[src/rtl/wb_pkg.sv]
// Shared definitions for the writeback stage: load size codes, FSM encoding,
// and the load alignment legality check.
package wb_pkg;

  localparam logic [1:0] LOAD_BYTE = 2'b00;
  localparam logic [1:0] LOAD_HALF = 2'b01;
  localparam logic [1:0] LOAD_WORD = 2'b10;

  typedef enum logic {
    IDLE      = 1'b0,
    WAIT_LOAD = 1'b1
  } wb_state_e;

  // A load is illegal if its address is not a multiple of its size.
  // The reserved size code is always rejected.
  function automatic logic is_misaligned(input logic [1:0] size, input logic [1:0] addr_lo);
    logic bad;
    case (size)
      LOAD_BYTE: bad = 1'b0;
      LOAD_HALF: bad = addr_lo[0];
      LOAD_WORD: bad = (addr_lo != 2'b00);
      default:   bad = 1'b1;
    endcase
    return bad;
  endfunction

endpackage

[src/rtl/wb_stage_load_align.sv]
// Lane selection and sign/zero extension of a little-endian memory read word.
module load_align
  import wb_pkg::*;
(
  input  logic [31:0] rdata,
  input  logic [1:0]  size,
  input  logic        load_signed,
  input  logic [1:0]  addr_lo,
  output logic [31:0] data
);

  logic [7:0]  byte_lane;
  logic [15:0] half_lane;

  assign byte_lane = rdata[{addr_lo, 3'b000} +: 8];
  assign half_lane = rdata[{addr_lo[1], 4'b0000} +: 16];

  // Pick the lane for the load size and extend it to a full word.
  always_comb begin
    data = rdata;
    case (size)
      LOAD_BYTE: data = {{24{load_signed & byte_lane[7]}}, byte_lane};
      LOAD_HALF: data = {{16{load_signed & half_lane[15]}}, half_lane};
      default:   data = rdata;
    endcase
  end

endmodule

[src/rtl/wb_stage.sv]
// Writeback stage: accepts retiring instructions from MEM, waits for load data
// with a timeout, and issues one registered register-file write per instruction.
//
// Handshake: an instruction is consumed on a rising edge where in_valid && in_ready.
// in_ready is high only in IDLE and out of reset; there is no skid buffer, so a
// held in_valid while in_ready is low is simply presented again later.
module wb_stage
  import wb_pkg::*;
#(
  parameter int TIMEOUT_CYCLES = 64,
  parameter int TIMEOUT_W      = 8
) (
  input  logic        clk,
  input  logic        reset,
  input  logic        in_valid,
  output logic        in_ready,
  input  logic        in_regwrite,
  input  logic        in_memtoreg,
  input  logic [4:0]  in_wrreg,
  input  logic [31:0] in_alu_result,
  input  logic [1:0]  in_load_size,
  input  logic        in_load_signed,
  input  logic        mem_rvalid,
  input  logic [31:0] mem_rdata,
  output logic        regwrite,
  output logic [4:0]  wrreg,
  output logic [31:0] wrdata,
  output logic        load_err,
  output wb_state_e   state_dbg
);

  localparam logic [TIMEOUT_W-1:0] LAST_CNT = TIMEOUT_W'(TIMEOUT_CYCLES - 1);

  wb_state_e            state;
  logic [TIMEOUT_W-1:0] wait_cnt;

  // Context of the load currently waiting for its data.
  logic [4:0]  ctx_wrreg;
  logic [1:0]  ctx_size;
  logic        ctx_signed;
  logic [1:0]  ctx_addr_lo;

  logic [31:0] aligned_data;
  logic        accept;

  assign in_ready  = (state == IDLE) && !reset;
  assign accept    = in_valid && in_ready;
  assign state_dbg = state;

  load_align u_load_align (
    .rdata       (mem_rdata),
    .size        (ctx_size),
    .load_signed (ctx_signed),
    .addr_lo     (ctx_addr_lo),
    .data        (aligned_data)
  );

  // FSM, timeout counter, load context and registered write-port outputs.
  always_ff @(posedge clk or posedge reset) begin
    if (reset) begin
      state       <= IDLE;
      wait_cnt    <= '0;
      ctx_wrreg   <= '0;
      ctx_size    <= '0;
      ctx_signed  <= 1'b0;
      ctx_addr_lo <= '0;
      regwrite    <= 1'b0;
      wrreg       <= '0;
      wrdata      <= '0;
      load_err    <= 1'b0;
    end else begin
      regwrite <= 1'b0;
      load_err <= 1'b0;
      case (state)
        IDLE: begin
          // Read data with no load outstanding is dropped and flagged.
          if (mem_rvalid) load_err <= 1'b1;
          if (accept) begin
            if (in_memtoreg && in_regwrite) begin
              if (is_misaligned(in_load_size, in_alu_result[1:0])) begin
                load_err <= 1'b1;
              end else begin
                ctx_wrreg   <= in_wrreg;
                ctx_size    <= in_load_size;
                ctx_signed  <= in_load_signed;
                ctx_addr_lo <= in_alu_result[1:0];
                wait_cnt    <= '0;
                state       <= WAIT_LOAD;
              end
            end else if (in_regwrite && (in_wrreg != 5'd0)) begin
              regwrite <= 1'b1;
              wrreg    <= in_wrreg;
              wrdata   <= in_alu_result;
            end
          end
        end
        WAIT_LOAD: begin
          wait_cnt <= wait_cnt + 1'b1;
          // Data arriving on the last allowed cycle still completes the load.
          if (mem_rvalid) begin
            state <= IDLE;
            if (ctx_wrreg != 5'd0) begin
              regwrite <= 1'b1;
              wrreg    <= ctx_wrreg;
              wrdata   <= aligned_data;
            end
          end else if (wait_cnt == LAST_CNT) begin
            load_err <= 1'b1;
            state    <= IDLE;
          end
        end
        default: state <= IDLE;
      endcase
    end
  end

endmodule

[config.mk]
export PLATFORM = sky130hd
export DESIGN_NAME = wb_stage
export DESIGN_NICKNAME = d
export VERILOG_FILES = /design/src/rtl/wb_pkg.sv /design/src/rtl/wb_stage_load_align.sv /design/src/rtl/wb_stage.sv
export SDC_FILE = /design/constraint.sdc
export NUM_CORES = 1
export LEC_CHECK = 0
export CORE_MARGIN = 1
export CORE_UTILIZATION = 50
export DETAILED_ROUTE_END_ITERATION = 16
export DONT_BUFFER_PORTS = 1
export GPL_ROUTABILITY_DRIVEN = 0
export SETUP_SLACK_MARGIN = 0.2
export SLEW_MARGIN = 20
export SYNTH_ARGS = -nofsm -noshare
export SYNTH_HDL_FRONTEND = slang
export SYNTH_HIERARCHICAL = 1
export SYNTH_SLANG_ARGS = --single-unit
[constraint.sdc]
create_clock -name clk -period 6.3 [get_ports clk]
set_clock_uncertainty 0.1 [all_clocks]
set_input_delay 0.63 -clock clk [delete_from_list [all_inputs] [get_ports clk]]
set_output_delay 0.63 -clock clk [all_outputs]
set_load 0.05 [all_outputs]
# Word-level counts from Yosys, hierarchy flattened
# Cells that the tools add are included.
# W data, S select, Z words.
# op_classes
muxes,40
bitwise_logic,4
n_eq_ne,11
add_sub_neg,1
n_reduce_logical,13
shifts,2
# op_table
cell,count
$mux W32,5
$pmux W32 S2,2
$shiftx A32 B6 Y16,1
$shiftx A32 B6 Y8,1
$mux W5,5
$mux W8,3
$mux W1,19
$pmux W8 S2,1
$pmux W5 S2,1
$reduce_bool A5 Y1,2
$add A8 B1 Y8 const B,1
$eq A8 B6 Y1 const B,1
$ne A2 B2 Y1 const B,4
$ne A2 B1 Y1 const B,3
$pmux W1 S2,3
$reduce_and A5 Y1,1
$eq A2 B1 Y1 const B,2
$logic_and A1 B1 Y1,4
$logic_not A2 Y1,2
$reduce_and A4 Y1,1
$pmux W1 S3,1
$reduce_and A3 Y1,1
$and A1 B1 Y1,2
$eq A2 B2 Y1 const B,1
3 further kinds,4
# word_totals
inputBits,78
regBits,58

# Longest topological paths before layout
# Gate-level depths: netlist (run 1).
# depth
ltp_word,9
mapped_depth,9
depth_no_buf,6

# Cells and area by module
# Netlist (run 1), hierarchy kept.
# by_module_without_submodules
module,cells_each,n_inst,seq_area_each_um2,area_per_inst_um2
wb_stage,201,1,1451.4,2847.7
load_align,117,1,0.0,724.4

# Worst setup path before layout (run 1)
# No wires, ideal clock.
# synth_timing
kind,register to output
start,register state (netlist: state_dbg)
end,output in_ready
stages_incl_launch_ff,5
required_time_ns,5.570
arrival_ns,1.799
setup_slack_ns,3.771
cell_sequence,dfrtp_1 clkbuf_1 buf_2 buf_2 nor2_1
# synth_between
elab_chain_len,2
# synth_rtl
element,line,rtl
"start, declared",wb_stage.sv:34,wb_state_e state;
"start signal, assigned",wb_stage.sv:61,state <= IDLE;
"start signal, assigned",wb_stage.sv:88,state <= WAIT_LOAD;
"start signal, assigned",wb_stage.sv:101,state <= IDLE;
$not A1 Y1 (no line),n/a,
$logic_and A1 B1 Y1,wb_stage.sv:46,assign in_ready = (state == IDLE) && !reset;
"end, declared",wb_stage.sv:16,"output logic in_ready,"
# Every way passes these cells.

# Worst setup path in the final report (run 1)
# layout_timing
start,register ctx_addr_lo[1]
end,register wrdata[29]
# layout_between
elab_chain_len,6
word_cells_on_any_way,8
classes_between,2 x shift; 4 x mux; 2 x bitwise
# layout_rtl
element,line,rtl
"start, declared",wb_stage.sv:41,logic [1:0] ctx_addr_lo;
"start signal, assigned",wb_stage.sv:86,ctx_addr_lo <= in_alu_result[1:0];
$shiftx A32 B6 Y16 or $shiftx A32 B6 Y8 (tied branches),"wb_stage_load_align.sv:16, wb_stage_load_align.sv:15",
$and A1 B1 Y1 (on tied branches),"wb_stage_load_align.sv:23, wb_stage_load_align.sv:22",
$pmux W32 S2 (*),wb_stage_load_align.sv:21,case (size)
named net aligned_data[29],wb_stage.sv:43,logic [31:0] aligned_data;
$mux W32 (*),wb_stage.sv:102,if (ctx_wrreg != 5'd0) begin
$mux W32 (*),wb_stage.sv:100,if (mem_rvalid) begin
$pmux W32 S2 (*),wb_stage.sv:74,case (state)
"end signal, assigned",wb_stage.sv:93,wrdata <= in_alu_result;
"end signal, assigned",wb_stage.sv:105,wrdata <= aligned_data;
"end, declared",wb_stage.sv:27,"output logic [31:0] wrdata,"
# Mark *: on every way through the listed nets, which the timed path passes. The rest lies on a longest branch. The select of a mux whose other input is x is not followed.
# A chain may end at the register's enable or synchronous reset.

==> out/results.txt, run 1 <==
The run finished with clean final reports. The library cells used most frequently in the layout, excluding fill and tap cells, are sky130_fd_sc_hd__mux2_2 (75), sky130_fd_sc_hd__dfrtp_1 (57), sky130_fd_sc_hd__nand2_1 (31). After layout, the worst setup slack is 3.39 ns. After Yosys synthesis, and, or, nand and nor cells account for 9.91% of the synthesized area. The clock buffer count from CTS came out at 9. The leakage power was 1.55 nW. Summed over all nets, the half-perimeter wirelength after detailed placement is 5720 um. Post-place instance area: 3580 um^2.

Before antenna repair, the detailed router went through 4 iterations. Based on the critical path, the design can be clocked at up to 344 MHz. Global routing consumed, over all layers together, 21.7% of the routing resources. The post-synthesis adder-cell area fraction was 0.350%; the number of hold violations in the final report was 0.

In this run the tool buffered the top-level ports with 0 buffer cells. For the pin with the worst max-slew slack, the measured transition is 0.881 ns. The tool flagged a number of max-cap violations equal to 0. The run gives 30 as the number of cell rows. The routed length on met2 came out at 3510 um. 0 antenna diodes ended up in the layout.

Relative to the synthesized area, the layout overhead comes to 5.04%. For the routed wire length on met3, the log shows 693 um. The logs give 0 ns for the setup TNS after final layout and 7490 um^2 for the die area. The register-to-register path setup slack was 3.39 ns; the power density normalized to cell area was 418 nW/um^2. Routed signal wires occupy layers up through met4. At the worst endpoint, the required time is 6.42 ns. For this run, design rule violations remaining after detail routing come to 0.

The synthesis-stage register bit count was 58; the peak fanout along the critical path was 16. The launching element type of the critical path is a flip-flop. The run gives 6 as the synthesis warning total.

The share of cell area taken by muxes after synthesis is 32.2%. The clock passes through at most 2 buffers. STA classifies the critical path endpoint as a flip-flop.

The number of global-route vias before repair was 2326; the number of I/O pins was 119. In the final routed layout, each cell accounts on average for 19.4 um. Final instance area: 3750 um^2.

For this design the total switching power over the nets is 0.000716 W. Once the floorplan was initialized, standard cells occupied 52.3% of the core. Summing every instance area after synthesis gives 3570 um^2. The core area is 6830 um^2. For the post-synthesis net count, the log shows 397. The die width is 86.5 um, and the number of setup violations in the final report is 0. Post-CTS setup repair buffer count: 0. IR analysis of the VDD net gives a maximum drop of 0.230 mV. Combinational logic is responsible for 24.4% of the overall power. The final critical-path share of the clock period was 46.2%.

In this run the worst hold path is classified as in -> async. Using the TritonRoute via totals, the vias-per-cell ratio works out to 5.76. The number of hold buffers added after cts came out at 0. Total number of nets in the final design: 388. Of the total power, the share spent switching nets is 45.7%. The clock root buffer was sky130_fd_sc_hd__clkbuf_8. The maximum number of pins on one net before global-route repair came out at 59. For this run, the register share of the synthesized area comes to 40.6%. For this block, the routed nets add up to 7940 um of wire. Across all layers, the routed design uses 2361 vias. The initial antenna violation count was 0. Of the total power, registers draw 56.1%. The first global-routing pass estimated 12300 um of wire. The run gives 3 as the deepest level of the CTS H-tree. The total congestion overflow after global routing is 0. Clock-pin slew was measured on the worst setup and hold paths at 0.07 ns. The share of the synthesized netlist area taken by xor and xnor gates is 0.490%, and the total of cells resized after clock tree synthesis is 0. After layout, the minimum clock period comes to 2.91 ns. Measured along the y axis, the die boundary spans 86.5 um. The critical path is of the reg -> reg type. Setup repair after global routing left no endpoint under its margin. The worst-skew pair later-pin latency was 0.33 ns; the worst-case headroom to the max-slew limit was 41.0%.

The final max-slew violation count was 0. The total internal power was 0.000851 W. After synthesis, the largest family of logic cells by area is multiplexers.

The average cell area after synthesis is 11.2 um^2, and the share of power burned in the clock network is 19.6%. The pre-CTS worst setup slack is 3.45 ns, and the count of antenna-violating nets left after detailed routing is 0. At the worst endpoint, the arrival time is 3.02 ns.

The library cell used most frequently in the layout, excluding fill and tap cells, is sky130_fd_sc_hd__mux2_2. The logs give 44 for the number of distinct library cells after synthesis and 3640 um for the routed length on met1. The tools report the number of DRC violations after detailed-routing iteration 0 as 99. The ratio of cells with drive above 1 in the final layout works out to 40.8%.

The clock net in this run drives a total of 58 sinks. The gate count of the mapped netlist is 318, and the compound-cell area share of the yosys netlist is 11.8%. TritonCTS built the clock tree.
[sequential cells by signal, summed over array words and instances (netlist names)]
name and flops:
regwrite 1, ctx_wrreg 5, wrdata 32, ctx_signed 1, wait_cnt 8, wrreg 5, state_dbg 1, ctx_size 2
ctx_addr_lo 2, load_err 1
[metal layers]
layer,GRT usage (%),vias up
met1,30.7,1140
li1,-,1129
met3,7.81,11
met4,7.88,0
met2,30.2,81
met5,0,-
[cell type report]
type	count	area, um^2
Clock inverter	3	15.0
Fill cell	621	3080
Clock buffer	13	159
Multi-Input combinational cell	233	1960
Tap cell	96	120
Timing Repair Buffer	4	30.0
Sequential cell	58	1450
Inverter	3	11.3
[kinds of logic (layout without fill, tap and decap cells)]
group	after synthesis	after routing
buf+inv	27	23
mux	96	96
fa+ha+maj	1	1
flops	58	58
xor+xnor	2	2
simple gates	70	70
compound gates	64	64
[critical path: stages, from the launching register on]
cell                      delay (ns)
sky130_fd_sc_hd__dfrtp_1        0.69
sky130_fd_sc_hd__mux2_2         0.42
sky130_fd_sc_hd__a21oi_1        0.19
sky130_fd_sc_hd__and2_1         0.69
sky130_fd_sc_hd__a21oi_1        0.14
sky130_fd_sc_hd__mux2_2         0.32
sky130_fd_sc_hd__mux2_4         0.25
[Yosys cell counts, drive strengths merged]
| library cell | instances | area [um^2] |
|---|---|---|
| nor3 | 1 | 5.00 |
| a22o | 2 | 17.5 |
| o22ai | 2 | 12.5 |
| mux2 | 94 | 1130 |
| nand4b | 1 | 8.76 |
| nor2b | 10 | 62.6 |
| nand4 | 3 | 18.8 |
| or4 | 2 | 15.0 |
| buf | 15 | 119 |
| nor3b | 1 | 7.51 |
| nand2 | 31 | 116 |
| nand3 | 2 | 10.0 |
| and3 | 1 | 6.26 |
| xor2 | 1 | 8.76 |
| o21a | 1 | 7.51 |
| a21oi | 33 | 203 |
| o21bai | 4 | 30.0 |
| nand3b | 1 | 7.51 |
| nor4b | 1 | 8.76 |
| dfrtp | 58 | 1450 |
| o31a | 1 | 8.76 |
| clkbuf | 9 | 33.8 |
| and2 | 2 | 12.5 |
| mux2i | 2 | 20.0 |
| nor2 | 9 | 33.8 |
| nor4bb | 2 | 20.0 |
| nand2b | 1 | 6.26 |
| or2 | 1 | 6.26 |
| a22oi | 9 | 72.6 |
| o211ai | 1 | 12.5 |
| xnor2 | 1 | 8.76 |
| ha | 1 | 12.5 |
| and4 | 1 | 8.76 |
| inv | 3 | 11.3 |
| o21ai | 11 | 58.8 |
[path summary, 6_finish.rpt]
check	start	end	depth (start not counted)
worst min-delay path	reset	wait_cnt[6]	2
worst max-delay path	ctx_addr_lo[1]	wrdata[29]	6
worst min register to register	wait_cnt[1]	wait_cnt[1]	1
max in group asynchronous	reset	state_dbg	2
worst max register to register	ctx_addr_lo[1]	wrdata[29]	6
min in group clk	in_wrreg[3]	ctx_wrreg[3]	1
[metrics by stage]
stage	instances	power [W]	utilization (%)	hold WS, ns
final	410	0.00157	54.9	0.295
after global routing	410	0.00166	54.9	0.320
after CTS	410	0.00158	54.9	0.316
after detailed placement	394	0.00127	52.4	0.416
after global placement	394	0.00126	52.4	0.405
after floorplan	318	0.00121	-	0.381
[power by group through the flow]
| stage | clock, W | combinational, W | sequential (W) |
|---|---|---|---|
| finish | 0.000306 | 0.000382 | 0.000878 |
| global route | 0.000340 | 0.000419 | 0.000897 |
| CTS | 0.000315 | 0.000382 | 0.000880 |
| detailed placement | 0 | 0.000380 | 0.000887 |
| global placement | 0 | 0.000372 | 0.000885 |
| floorplan | 0 | 0.000356 | 0.000850 |
Note: power is estimated with default switching activity, not from simulation.
==> run 2: changes to the inputs <==
PLACE_DENSITY = 0.68   (was unset)
clock period = 2.6 ns   (was 6.3 ns; I/O delays follow)
==> run 2 against run 1 <==
Net effect: final area is 6.9% higher; global-route usage is 2.4 points higher; via count is 6.9% higher; critical path depth is 1 higher; sequential power is 140% higher; non-clock buffer count is 22 higher; core utilization is 3.8 points higher; clock-buffer cell count stayed put; sequential share of layout area is 2.5 points lower; die area stayed put; maximum frequency is 29% higher; combinational power grew to 2.7 times the previous value; highest routed layer unchanged.
==> out/results.txt, run 2 (same netlist as run 1, synthesis figures left out) <==
Once routing completed, OpenROAD measured the worst setup slack at 0.342 ns. From synthesis to final layout, the design area changed by 12.3%. The register with the most flip-flops in the layout has 32 of them. The endpoint identified for the worst register-to-register timing path is wrdata[20]. The path class of the tightest hold or removal check is in -> reg. CTS placed an instance of sky130_fd_sc_hd__clkbuf_8 at the clock tree root. The first global-routing pass estimated 13800 um of wire.

Data arrival time of the worst path: 2.37 ns. For the pin with the worst max-slew slack, the measured transition is 0.734 ns. Once layout is complete, the utilization of the core stands at 58.7%. The number of hold violations in the final report is 0.

For the total congestion overflow after global routing, the log shows 0. The final max-slew violation count was 0; the final antenna diode count was 0. Dividing the detail-routed wire length by the instance count gives 19.7 um. In this run, the number of DRC markers left after iteration 0 of detailed routing was 194. For the post-place instance area, the log shows 3670 um^2. The clock drives 58 sinks. The largest registers in the layout are wrdata: 32 flops, wait_cnt: 8 flops. The met2 track demand over resource in global routing is 35.0%.

Counting cells, the worst reg-to-reg path comes to 7. The power density normalized to cell area came out at 1010 nW/um^2. The global routing stage identified its most utilized layer as met2. The half-perimeter wire length after placement is 6230 um, and the pre-CTS worst setup slack is 0.384 ns. The post-detailed-route via-to-cell ratio was 5.84. The final critical-path share of the clock period was 86.8%.

The clock transition at the registers of the reported paths was 0.07 ns; the max capacitance violation total was 0. Among all stages on the critical path, the largest delay is contributed by sky130_fd_sc_hd__dfrtp_1. The cell with the most instances on the worst path was sky130_fd_sc_hd__mux2_2. The worst setup path is captured at a flip-flop. Cells with a size suffix above 1 make up 41.7% of the layout. The commonest non-fill, non-tap cell in the layout was sky130_fd_sc_hd__mux2_2. The number of global-route vias before repair is 2586. The largest register by flop count was wrdata. Setup violations remaining at the end of the flow were counted as 0. Global routing consumed, on the met3 layer, 8.57% of the routing resources. The logs give 9 for the clock buffer count from CTS and 50.9% for the worst-case headroom to the max-slew limit.

Storage element area: 1450 um^2. In the layout the commonest cells are sky130_fd_sc_hd__mux2_2 (75), sky130_fd_sc_hd__dfrtp_1 (57), sky130_fd_sc_hd__nand2_1 (31). Across all register-to-register paths, the minimum setup slack is 0.34 ns. The run gives 33 as the maximum number of pins on one net before global-route repair.

In this run the remaining antenna-violating nets after routing total 0. The count of unresolved DRC violations after routing is 0. The highest ir drop seen on vdd came out at 0.633 mV. The path with the worst hold slack has its endpoint at load_err. The deepest clock path buffer count is 2, and the initial antenna violation count is 0. The tools report the leakage power as 1.67 nW. Peak fanout along the critical path: 10.

Data on the critical path is required at its endpoint by 2.72 ns. The count of buffers added on input and output ports is 0. The initial utilization of the core area, before any placement, comes to 52.3%. Global routing used 24.0% of the available tracks. 119 I/O pins were placed.

The worst setup path is of the reg -> reg kind. The worst register-to-register path begins at ctx_addr_lo[1]. The die covers 7490 um^2. The die is 86.5 um tall. The later pin in the worst-skew pair is clocked with a latency of 0.33 ns. The first detailed-routing pass took 5 iterations. The setup TNS after final layout is 0 ns, and the multi-input combinational cell area is 1960 um^2.

In this run the most critical hold path is launched from mem_rvalid. The launching element type of the critical path is a flip-flop. At the end of the flow, the number of nets in the layout was 410. Setup repair after global routing left no endpoint under its margin.

After layout, the minimum clock period comes to 2.26 ns. The tools report the final instance area as 4010 um^2. The core region is 6830 um^2. The run finished with clean final reports. For met1 alone, demand over resource in global routing was 32.0%. The number of vias after detailed routing is 2524, and the total wire length after detailed routing is 8520 um. The run gives 30 as the number of cell rows. The critical path goes through mux2_2 > a21oi_1 > and2_1 > buf_4 > a21oi_1 > mux2_2 > mux2_2. The filler cells instantiated in the layout total 595. For the deepest level of the CTS H-tree, the log shows 3. TritonCTS built the clock tree. For this run, the slowest stage of the critical path takes 0.46 ns. From left edge to right edge, the die measures 86.5 um. The number of cells on the worst hold path was 2; the timing-limited maximum frequency was 443 MHz.
[run 2: changes by cell type in the layout (fill, tap and decap cells not counted), moves of 2 or more]
cell and delta:
sky130_fd_sc_hd__clkinv_2 -3, sky130_fd_sc_hd__dlygate4sd3_1 +12, sky130_fd_sc_hd__buf_4 +9, sky130_fd_sc_hd__clkbuf_1 -2
sky130_fd_sc_hd__clkbuf_8 +2, sky130_fd_sc_hd__clkinvlp_4 +2
[run 2: cell type report]
type                    count  share of cell area (%)
clock inverters             3                    1.12
multi-input cells         233                    49.0
clock buffers              13                    4.46
repair buffers             26                    5.93
well taps                  96                    3.00
flip-flops and latches     58                    36.2
inverters                   3                   0.281
[run 2: layer usage]
metal  part of all wire [%]  wire length, um
met4                    2.0              169
met5                      0                0
met3                    8.3              710
met1                     44             3740
met2                     46             3910
[run 2: power breakdown]
group / switching (W) / leakage (nW) / internal (W) / total (W)
sequential: 0.000957 / 0.707 / 0.00117 / 0.00212
clock: 0.000365 / 0.108 / 0.000547 / 0.000912
combinational: 0.000463 / 0.851 / 0.000559 / 0.00102
[run 2: worst max path at each step]
| stage | start | to |
|---|---|---|
| 3_5_place_dp | ctx_addr_lo[1] | wrdata[20] |
| 2_1_floorplan | state_dbg | in_ready |
| 6_report | ctx_addr_lo[1] | wrdata[20] |
| 3_3_place_gp | ctx_addr_lo[1] | wrdata[20] |
| 4_1_cts | ctx_addr_lo[1] | wrdata[20] |
| 5_1_grt | ctx_addr_lo[1] | wrdata[20] |
[run 2: critical path, delay by kind of cell (launching register included)]
family,cells,cell delay [ns]
buf+inv,1,0.21
mux,3,0.93
simple gates,1,0.19
compound gates,2,0.26
flops,1,0.46
[run 2: stage by stage]
step,std cells,power [W],hold slack [ns]
after global placement,404,0.00310,0.131
after CTS,432,0.00408,0.00857
final,432,0.00406,0.0263
after floorplan,318,0.00292,0.299
after detailed placement,404,0.00314,0.136
after global routing,432,0.00427,0.0193
[run 2: repair_timing]
item / CTS / global route
setup buffers: 0 / 0
gates resized for setup: 0 / 0
hold endpoints to repair: 70 / 0
hold buffers: 12 / 0
==> run 3: changes to the inputs <==
CORE_UTILIZATION = 42   (was 50)
DONT_BUFFER_PORTS = unset   (was 1)
PLACE_DENSITY = 0.77   (was 0.68)
==> run 3 against run 2 <==
Net effect: sequential cell count is the same; critical endpoint is now in_ready; maximum frequency increased by 4.0%; largest power group is now combinational logic; hold slack gained 0.26 ns; global-route usage is 2.2 points lower; core utilization is 3.5 points higher; setup slack better by 0.087 ns; clock-buffer cell count unchanged; non-clock buffer count increased by 104; highest routed layer unchanged.
==> out/results.txt, run 3 (same netlist as run 1, synthesis figures left out) <==
The run finished with clean final reports. In the final layout, the registers with the most flip-flops are wrdata: 32 flops, wait_cnt: 8 flops. For the setup TNS after final layout, the log shows 0 ns. Net switching is 39.8% of the power. The total of cells resized after clock tree synthesis was 0.

The data arrival time of the worst path is 1.81 ns, and the number of hold buffers added after cts is 0. STA classifies the critical path endpoint as a primary output. The clock network burns 21.6% of the power. The number of flip-flops in the largest register came out at 32.

119 I/O pins were placed. The wire length of the first global-routing pass was 14700 um; the timing-limited maximum frequency was 461 MHz. For the worst setup path, the data required time is 2.24 ns.

The power density normalized to cell area was 914 nW/um^2; the die width was 94.2 um. Count of unresolved DRC violations after routing: 0. The class of the most critical hold timing path was in -> async. TritonCTS built the clock tree.

The number of setup violations in the final report is 0, and the maximum number of pins on one net before global-route repair is 35. Number of DRC violations after detailed-routing iteration 0: 158. Once the floorplan was initialized, standard cells occupied 43.5% of the core. The logs give 0.00186 W for the power spent charging and discharging nets and 514 for the total number of nets in the final design. The family with the most delay on the worst path was buffers and inverters. The clock root buffer was sky130_fd_sc_hd__clkbuf_8. The clock transition at the registers of the reported paths was 0.07 ns; the total congestion overflow after global routing was 0.

The finished cells cover 5110 um^2. In this run the worst setup path begins at state_dbg. The core region is 8220 um^2. In this run the critical register-to-register path is launched from ctx_size[1]. The floorplan die height was 94.2 um; the die area was 8880 um^2. Setup repair after global routing left no endpoint under its margin.

The H-tree was split into 3 levels. The number of global-route vias before repair is 2903, and the overall routing resource usage is 21.8%. In the final routed layout, each cell accounts on average for 17.0 um.

For the highest ir drop seen on vdd, the log shows 0.481 mV. The internal portion of the total power is 0.00281 W. In this run the post-CTS setup repair buffer count came out at 0.

In this run the static leakage power is 2.09 nW. The ratio of cells with drive above 1 in the final layout came out at 31.6%. Along the worst path, the maximum fanout reaches 14. wrdata holds more flip-flops than any other register. The worst setup path is launched from a flip-flop.

Combinational logic is responsible for 48.7% of the overall power. For the finished layout, the period the worst path requires is 2.17 ns. The worst pin sits at a relative slew slack of 63.2%.

The critical path's slowest cell is sky130_fd_sc_hd__clkdlybuf4s50_1. The final critical-path share of the clock period came out at 83.5%. Buffers inserted during clock tree synthesis total 9. The count of buffers added on input and output ports is 118. For the final max-slew violation count, the log shows 0. Commonest non-fill, non-tap cell in the layout: sky130_fd_sc_hd__clkdlybuf4s50_1. For this run, the slowest stage of the critical path takes 0.80 ns.

At the pin with the least slew margin, the transition time is 0.552 ns. Counting the fill cells in the layout gives 671. The half-perimeter wire length after placement was 6760 um. At the later pin of the worst-skew pair, clock insertion delay measures 0.33 ns. The number of vias after detailed routing is 2820. Clock tree synthesis found a total of 58 sinks. The number of hold violations in the final report is 0, and the post-place instance area is 4870 um^2.

Summed over all layers, the routed wires come to 9260 um. Compared with the post-synthesis result, the final layout area differs by 43.2%. Combined buffer and inverter count along the critical path: 1. The logs give 0 for the max capacitance violation total and 0 for the initial antenna violation count. Once detail routing completed, the nets flagged for antenna violations numbered 0. The deepest clock path buffer count was 2. In the layout the commonest cells are sky130_fd_sc_hd__clkdlybuf4s50_1 (117), sky130_fd_sc_hd__mux2_2 (75), sky130_fd_sc_hd__dfrtp_1 (57). By startpoint and endpoint, the worst setup path is classified as reg -> out. Number of cell rows: 33. The critical path goes through nor2_1 > clkdlybuf4s50_1.

0 antenna diodes ended up in the layout. The first detailed-routing pass ran for 4 iterations. After detailed routing, the number of vias per cell comes to 5.17.

The relative contribution of sequential cells to total power came out at 29.8%.
-- run 3: final timing paths --
check	end	slack (ns)	cells past startpoint
max in group asynchronous	wrdata[20]	1.53	3
min reg2reg	wrdata[17]	0.41	1
max	in_ready	0.43	2
max reg2reg	wrdata[29]	0.46	7
min	wait_cnt[0]	0.28	2
min in group clk	wrdata[17]	0.41	1
-- run 3: power by group through the flow --
| stage | Sequential (W) | Clock (W) | Combinational (W) |
|---|---|---|---|
| 2_1_floorplan | 0.00206 | 0 | 0.000863 |
| 3_3_place_gp | 0.00140 | 0 | 0.00224 |
| 3_5_place_dp | 0.00140 | 0 | 0.00227 |
| 4_1_cts | 0.00139 | 0.00103 | 0.00228 |
| 5_1_grt | 0.00143 | 0.00108 | 0.00240 |
| 6_report | 0.00139 | 0.00101 | 0.00227 |
-- run 3: metal layers --
| metal | vias up | routed length, um | track usage (%) |
|---|---|---|---|
| li1 | 1381 | - | - |
| met5 | - | 0 | 0 |
| met2 | 87 | 4250 | 33.3 |
| met4 | 0 | 125 | 7.56 |
| met3 | 9 | 498 | 3.40 |
| met1 | 1343 | 4390 | 31.1 |
-- run 3: cell type report --
| cell class | count | area (um^2) | share of cell area, % |
|---|---|---|---|
| clock buffers | 13 | 179 | 3.50 |
| clock inverters | 3 | 68.8 | 1.35 |
| inverters | 3 | 11.3 | 0.220 |
| multi-input cells | 233 | 1960 | 38.4 |
| flip-flops and latches | 58 | 1450 | 28.4 |
| well taps | 105 | 131 | 2.57 |
| repair buffers | 130 | 1310 | 25.5 |
-- run 3: metrics by stage --
stage	hold WS, ns	cells	setup WS, ns	total power [W]	utilization (%)
floorplan	0.299	318	0.441	0.00292	-
global placement	0.394	529	0.233	0.00364	59.2
detailed placement	0.396	529	0.213	0.00367	59.2
CTS	0.277	545	0.409	0.00471	62.2
global route	0.329	545	0.292	0.00491	62.2
finish	0.283	545	0.430	0.00467	62.2
-- run 3: worst register-to-register path, stage by stage, from the launching register on --
cell and delay (ns):
sky130_fd_sc_hd__dfrtp_1 0.61, sky130_fd_sc_hd__nor3_1 0.13, sky130_fd_sc_hd__a22oi_2 0.23, sky130_fd_sc_hd__and2_1 0.20
sky130_fd_sc_hd__buf_12 0.16, sky130_fd_sc_hd__a21oi_1 0.07, sky130_fd_sc_hd__mux2_2 0.28, sky130_fd_sc_hd__mux2_4 0.25
